--- config.mk ---
export PLATFORM = sky130hd
export DESIGN_NAME = hazard_ctrl
export DESIGN_NICKNAME = d
export VERILOG_FILES = /design/src/rtl/hazard_ctrl.sv
export SDC_FILE = /design/constraint.sdc
export NUM_CORES = 1
export LEC_CHECK = 0
export ABC_AREA = 0
export BUFFER_PORTS_ARGS = -buffer_cell sky130_fd_sc_hd__buf_2
export CORE_AREA = 2 2 68 70
export CTS_CLUSTER_SIZE = 28
export DETAILED_ROUTE_END_ITERATION = 6
export DIE_AREA = 0 0 70 72
export GPL_TIMING_DRIVEN = 0
export PLACE_DENSITY = 0.77
export SYNTH_ARGS = -nofsm -noshare
export SYNTH_HDL_FRONTEND = slang
export SYNTH_SLANG_ARGS = --single-unit
--- constraint.sdc ---
create_clock -name clock -period 4.1 [get_ports clock]
set_clock_uncertainty 0.05 [all_clocks]
set_input_delay 1.23 -clock clock [delete_from_list [all_inputs] [get_ports clock]]
set_output_delay 1.23 -clock clock [all_outputs]
set_load 0.01 [all_outputs]
--- src/rtl/hazard_ctrl.sv ---
// -----------------------------------------------------------------------------
// hazard_ctrl
//
// Purpose:
//   Decode/execute boundary hazard unit for the 5-stage pipeline. It covers the
//   cases that operand forwarding cannot resolve:
//     * load-use: a lw in D/X whose destination is read by the instruction in F/D
//     * multi-cycle mult/div: it issues the start pulse, then holds the front of
//       the pipeline until the unit returns a result or the watchdog expires
//     * taken branch/jump resolved in X: it squashes F/D and D/X
//   It also keeps a saturating count of the cycles in which the PC and F/D were
//   held.
//
// Ports:
//   clock           pipeline clock
//   reset           asynchronous, active-low reset
//   ir_fd           instruction held in the F/D latch
//   ir_dx           instruction held in the D/X latch
//   branch_taken    X stage resolved a taken branch/jump
//   data_resultRDY  mult/div result valid this cycle
//   data_exception  mult/div exception, qualified by data_resultRDY
//   hold_fd         hold the PC and the F/D latch
//   hold_dx         hold the D/X latch
//   bubble_dx       load a nop into D/X (load-use bubble)
//   flush_fd        load a nop into F/D (branch squash)
//   flush_dx        load a nop into D/X (branch squash)
//   ctrl_MULT       one-cycle multiply start
//   ctrl_DIV        one-cycle divide start
//   md_busy         mult/div sequencer is waiting for a result
//   md_exc          one-cycle pulse: result returned with an exception
//   md_timeout      sticky: an operation was aborted by the watchdog
//   stall_count     saturating count of cycles with hold_fd = 1
// -----------------------------------------------------------------------------
module hazard_ctrl #(
    parameter int MD_TIMEOUT = 40,
    parameter int CNT_W      = 16
) (
    input  logic             clock,
    input  logic             reset,
    input  logic [31:0]      ir_fd,
    input  logic [31:0]      ir_dx,
    input  logic             branch_taken,
    input  logic             data_resultRDY,
    input  logic             data_exception,
    output logic             hold_fd,
    output logic             hold_dx,
    output logic             bubble_dx,
    output logic             flush_fd,
    output logic             flush_dx,
    output logic             ctrl_MULT,
    output logic             ctrl_DIV,
    output logic             md_busy,
    output logic             md_exc,
    output logic             md_timeout,
    output logic [CNT_W-1:0] stall_count
);

    // ------------------------------------------------------------------
    // ISA encodings
    // ------------------------------------------------------------------
    localparam logic [4:0] OP_RTYPE = 5'b00000;
    localparam logic [4:0] OP_J     = 5'b00001;
    localparam logic [4:0] OP_BNE   = 5'b00010;
    localparam logic [4:0] OP_JAL   = 5'b00011;
    localparam logic [4:0] OP_JR    = 5'b00100;
    localparam logic [4:0] OP_ADDI  = 5'b00101;
    localparam logic [4:0] OP_BLT   = 5'b00110;
    localparam logic [4:0] OP_SW    = 5'b00111;
    localparam logic [4:0] OP_LW    = 5'b01000;
    localparam logic [4:0] OP_SETX  = 5'b10101;
    localparam logic [4:0] OP_BEX   = 5'b10110;

    localparam logic [4:0] ALU_MUL  = 5'b00110;
    localparam logic [4:0] ALU_DIV  = 5'b00111;

    // Watchdog counter wide enough to hold MD_TIMEOUT-1.
    localparam int              TO_W    = (MD_TIMEOUT > 1) ? $clog2(MD_TIMEOUT) : 1;
    localparam logic [TO_W-1:0] TO_LAST = TO_W'(MD_TIMEOUT - 1);
    localparam logic [TO_W-1:0] TO_ONE  = TO_W'(1);
    localparam logic [CNT_W-1:0] CNT_ONE = CNT_W'(1);
    localparam logic [CNT_W-1:0] CNT_MAX = {CNT_W{1'b1}};

    typedef enum logic [0:0] {
        MD_IDLE = 1'b0,
        MD_BUSY = 1'b1
    } md_state_t;

    // ------------------------------------------------------------------
    // Returns 1 when instruction ir reads register r as a source operand.
    // The sw data register (rd) is deliberately left out: store-data
    // forwarding from M/W already covers a lw feeding a sw's data.
    // ------------------------------------------------------------------
    function automatic logic reads_src(input logic [31:0] ir, input logic [4:0] r);
        logic hit;
        case (ir[31:27])
            OP_RTYPE:              hit = (ir[21:17] == r) || (ir[16:12] == r);
            OP_ADDI, OP_LW, OP_SW: hit = (ir[21:17] == r);
            OP_BNE, OP_BLT:        hit = (ir[26:22] == r) || (ir[21:17] == r);
            OP_JR:                 hit = (ir[26:22] == r);
            OP_J, OP_JAL,
            OP_BEX, OP_SETX:       hit = 1'b0;
            default:               hit = 1'b0;
        endcase
        return hit;
    endfunction

    // ------------------------------------------------------------------
    // Field extraction
    // ------------------------------------------------------------------
    logic [4:0] op_dx_s;
    logic [4:0] rd_dx_s;
    logic [4:0] alu_dx_s;
    logic       fd_nop_s;
    logic       dx_nop_s;

    assign op_dx_s  = ir_dx[31:27];
    assign rd_dx_s  = ir_dx[26:22];
    assign alu_dx_s = ir_dx[6:2];
    assign fd_nop_s = (ir_fd == 32'd0);
    assign dx_nop_s = (ir_dx == 32'd0);

    // ------------------------------------------------------------------
    // Load-use detection. A lw into r0 never creates a dependency.
    // ------------------------------------------------------------------
    logic lu_s;

    assign lu_s = (op_dx_s == OP_LW) && (rd_dx_s != 5'd0) &&
                  !fd_nop_s && reads_src(ir_fd, rd_dx_s);

    // ------------------------------------------------------------------
    // Mult/div issue qualification. Issue is also blocked while reset is
    // asserted so that no start pulse can escape before reset release.
    // ------------------------------------------------------------------
    logic md_hit_s;
    logic is_mul_s;

    assign is_mul_s = (alu_dx_s == ALU_MUL);
    assign md_hit_s = reset && !dx_nop_s && !branch_taken &&
                      (op_dx_s == OP_RTYPE) &&
                      ((alu_dx_s == ALU_MUL) || (alu_dx_s == ALU_DIV));

    // ------------------------------------------------------------------
    // Sequencer state
    // ------------------------------------------------------------------
    md_state_t        state_r;
    md_state_t        state_next_s;
    logic [TO_W-1:0]  to_cnt_r;
    logic [TO_W-1:0]  to_cnt_next_s;
    logic             md_timeout_r;
    logic             to_set_s;
    logic [CNT_W-1:0] stall_count_r;

    logic md_stall_s;
    logic ctrl_mult_s;
    logic ctrl_div_s;
    logic md_exc_s;

    // Next-state, watchdog and start-pulse decode for the mult/div sequencer.
    always_comb begin
        state_next_s  = state_r;
        to_cnt_next_s = to_cnt_r;
        md_stall_s    = 1'b0;
        ctrl_mult_s   = 1'b0;
        ctrl_div_s    = 1'b0;
        md_exc_s      = 1'b0;
        to_set_s      = 1'b0;
        case (state_r)
            MD_IDLE: begin
                if (md_hit_s) begin
                    // Start pulse is combinational: the unit latches operands
                    // from the D/X read ports in this very cycle.
                    if (is_mul_s) begin
                        ctrl_mult_s = 1'b1;
                    end else begin
                        ctrl_div_s  = 1'b1;
                    end
                    to_cnt_next_s = {TO_W{1'b0}};
                    md_stall_s    = 1'b1;
                    state_next_s  = MD_BUSY;
                end else begin
                    state_next_s  = MD_IDLE;
                end
            end
            MD_BUSY: begin
                if (data_resultRDY) begin
                    // Release cycle: the mul/div moves into X/M with its result,
                    // so the next IDLE cycle sees a different ir_dx.
                    md_exc_s     = data_exception;
                    state_next_s = MD_IDLE;
                end else if (to_cnt_r == TO_LAST) begin
                    to_set_s     = 1'b1;
                    state_next_s = MD_IDLE;
                end else begin
                    to_cnt_next_s = to_cnt_r + TO_ONE;
                    md_stall_s    = 1'b1;
                    state_next_s  = MD_BUSY;
                end
            end
            default: begin
                state_next_s  = MD_IDLE;
                to_cnt_next_s = {TO_W{1'b0}};
            end
        endcase
    end

    // Sequencer state and watchdog counter registers.
    always_ff @(posedge clock or negedge reset) begin
        if (!reset) begin
            state_r  <= MD_IDLE;
            to_cnt_r <= {TO_W{1'b0}};
        end else begin
            state_r  <= state_next_s;
            to_cnt_r <= to_cnt_next_s;
        end
    end

    // Sticky watchdog-abort flag; only reset clears it.
    always_ff @(posedge clock or negedge reset) begin
        if (!reset) begin
            md_timeout_r <= 1'b0;
        end else if (to_set_s) begin
            md_timeout_r <= 1'b1;
        end else begin
            md_timeout_r <= md_timeout_r;
        end
    end

    // ------------------------------------------------------------------
    // Pipeline control. A taken branch squashes the very instruction that
    // would otherwise be stalled, so flush takes priority over load-use.
    // ------------------------------------------------------------------
    assign hold_fd   = (md_stall_s | lu_s) & ~branch_taken;
    assign hold_dx   = md_stall_s;
    assign bubble_dx = lu_s & ~md_stall_s & ~branch_taken;
    assign flush_fd  = branch_taken;
    assign flush_dx  = branch_taken;
    assign ctrl_MULT = ctrl_mult_s;
    assign ctrl_DIV  = ctrl_div_s;
    assign md_exc    = md_exc_s;
    assign md_busy   = (state_r == MD_BUSY);
    assign md_timeout = md_timeout_r;

    // Saturating count of cycles in which the front end was held.
    always_ff @(posedge clock or negedge reset) begin
        if (!reset) begin
            stall_count_r <= {CNT_W{1'b0}};
        end else if (hold_fd && (stall_count_r != CNT_MAX)) begin
            stall_count_r <= stall_count_r + CNT_ONE;
        end else begin
            stall_count_r <= stall_count_r;
        end
    end

    assign stall_count = stall_count_r;

endmodule

==> run_results.csv <==
group,metric,value,unit
outcome,run_status,"complete, no violations",
sta,finalCriticalPeriod,4.09,ns
route,met3_length,237,µm
synthesis,synthFlopType,"dfrtp_1",
sta,setup_violations,0,
setup_path,setup.worst_path.end_class,"output port",
cells_and_area,fill_cells,390,
route,firstDrtPassIters,4,
setup_path,cp_max_fo,4,
synthesis,synth_seq_cells,24,
grt,overflow,0,
floorplanning,placeableCoreArea,4260,µm²
route,drc,0,
sta,fmax,0.244,GHz
synthesis,synth-edff-count,0,
power_and_ir_drop,report.power.total,0.664,mW
clock_tree,cts_buffer_depth,2,
grt,grt_pass1_vias,1612,
clock_tree,cts_tree,"built",
placed_design,port_buffers,77,
power_and_ir_drop,power_leakage,1.13,nW
clock_tree,htree_num_levels,1,
floorplanning,fp.dieH,72,µm
sta,relSlewSlack,56.1,%
route,wl_per_cell,13.8,µm
synthesis,syn_area,1670,µm²
cells_and_area,seq_area,601,µm²
placed_design,place_hpwl,3260,µm
cells_and_area,nNetsFinal,330,
floorplanning,io-pin-count,95,
route,ant_nets,0,
floorplanning,start_util,39.2,%
setup_path,start_kind,"input pin",
route,route.met2.wl,2200,µm
cells_and_area,multiInputGateArea,1040,µm²
sta,rsz0062_at_grt,"yes",
sta,slew_viol_final,0,
cells_and_area,area_growth,35.9,%
clock_tree,clock_latency,0.26,ns
clock_tree,clk_pin_slew,0.08,ns
floorplanning,die_area,5040,µm²
synthesis,syn_nets,239,
route,drt_iter0_drc,71,
setup_path,rr_startpoint,"to_cnt_r[0]$_DFFE_PN0P_",
power_and_ir_drop,ir_drop,0.000115,V
sta,hold_viol,0,
sta,whs,0.437,ns
route,viasPerCell,5.49,
power_and_ir_drop,power_density,292,nW/µm²
synthesis,synth_cells,168,
worst_hold_path,min_from,"md_timeout$_DFFE_PN0P_",
route,via_count,1695,
synthesis,yosysSeqAreaShare,35.9,%
placed_design,place_area,2120,µm²
clock_tree,clockRootBuffer,"clkbuf_8",
route,wl_met1,1770,µm
synthesis,ys_warn_count,0,
cells_and_area,stdcell_area,2270,µm²
flow_run,max-cap-violations,0,
placed_design,gp_congestion,0.890,
route,top_layer,"met4",
synthesis,synthArstFlopShare,100,%
cells_and_area,drive_above_1_share,41.2,%
setup_path,worstPathArrival,2.81,ns
cells_and_area,utilization,53.3,%
clock_tree,cts_made_buffers,3,
worst_hold_path,hold_path_class,"flop to flop",
floorplanning,die_x,70,µm
floorplanning,rows,24,
grt,grt_use_total,17.0,%
setup_path,crit_required,2.82,ns
cells_and_area,layout_common_cells,"buf_2 (74), dfrtp_1 (24), xnor2_1 (19)",
sta,worstMarginPinSlew,0.650,ns
clock_tree,cts_num_sinks,24,
grt,antenna_found_initial,0,
synthesis,ys_types,44,
cells_and_area,diodes,0,
sta,tns,0,ns
grt,grt_max_degree,26,
synthesis,syn-mean-instance-area,9.96,µm²
grt,grt_pass1_wl,7070,µm
cells_and_area,final_common_cell,"buf_2",
sta,period_share,99.8,%
setup_path,setup.worst_path.start,"ir_dx[31]",
route,wl,4260,µm
clock_tree,ctsHoldBuffers,0,
setup_path,critical_path_class,"input pin to output port",
==> where the power goes <==
part	total, mW	internal (mW)	switching, mW	leakage, nW
Combinational	0.207	0.110	0.0966	0.789
Sequential	0.324	0.273	0.0505	0.316
Clock	0.134	0.0654	0.0681	0.0216
Total	0.664	0.449	0.215	1.13
==> final timing paths <==
check | depth (start not counted) | slack (ns) | to
max | 8 | 0.008 | bubble_dx
min | 1 | 0.44 | md_timeout$_DFFE_PN0P_
max reg2reg | 8 | 1.65 | stall_count[12]$_DFFE_PN0P_
min reg2reg | 1 | 0.44 | md_timeout$_DFFE_PN0P_
max in group asynchronous | 1 | 2.95 | stall_count[12]$_DFFE_PN0P_
min in group asynchronous | 1 | 0.81 | stall_count[0]$_DFFE_PN0P_
==> layer usage <==
metal | vias to the layer above | GRT usage (%)
met4 | 0 | 5.56
met1 | 799 | 21.5
met3 | 8 | 1.39
li1 | 810 | -
met2 | 78 | 31.0
met5 | - | 0
==> synth_stat cells, drive strengths merged (5+ instances only) <==
master  instances  area share, %
dfrtp          24             36
xnor2          19            9.9
nor2           16            3.6
nand2          10            2.2
and3            9            3.4
nor4            9            3.4
mux2            8            5.4
nand4           8            3.0
xor2            8            4.2
o211ai          6            2.7
buf             5            2.5
nand3           5            1.5
o21ai           5            1.7
==> registers in the layout (all words and copies together) (netlist names) <==
| register | cells |
|---|---|
| md_timeout | 1 |
| md_busy | 1 |
| to_cnt_r | 6 |
| stall_count | 16 |
==> critical path: stages <==
cell	delay [ns]
buf_6	0.09
or4_4	0.56
nor2_4	0.12
nand4b_1	0.14
a311oi_4	0.28
buf_6	0.16
nor2b_4	0.13
buf_6	0.10
==> through the flow <==
stage | setup slack, ns | std cells
CTS | -0.0857 | 306
global placement | -0.374 | 297
floorplan | 0.0548 | 168
detailed placement | -0.415 | 297
finish | 0.00812 | 309
global route | -0.0586 | 309
==> timing repair <==
item	CTS	global route
buffers inserted	6	4
endpoints found under the hold margin	0	0
gates resized for setup	4	4
pin swaps	4	6
endpoints found under the setup margin	2	2
==> cells by family after synthesis <==
kind of cell,Yosys count,synth area share [%]
XOR/XNOR,27,14.1
AND/OR/NAND/NOR,72,25.5
buffers and inverters,8,3.22
adder cells (fa/ha/maj),2,1.50
AO/OA/AOI/OAI,26,13.8
multiplexers,9,5.98
flip-flops,24,35.9
==> layout make-up <==
| class | count | share of cell area [%] |
|---|---|---|
| repair buffers | 87 | 21.2 |
| well taps | 52 | 2.86 |
| flip-flops and latches | 24 | 26.4 |
| inverters | 3 | 0.495 |
| multi-input cells | 136 | 45.8 |
| clock buffers | 3 | 1.82 |
| plain buffers | 4 | 1.38 |
(Power assumes the default switching activity.)
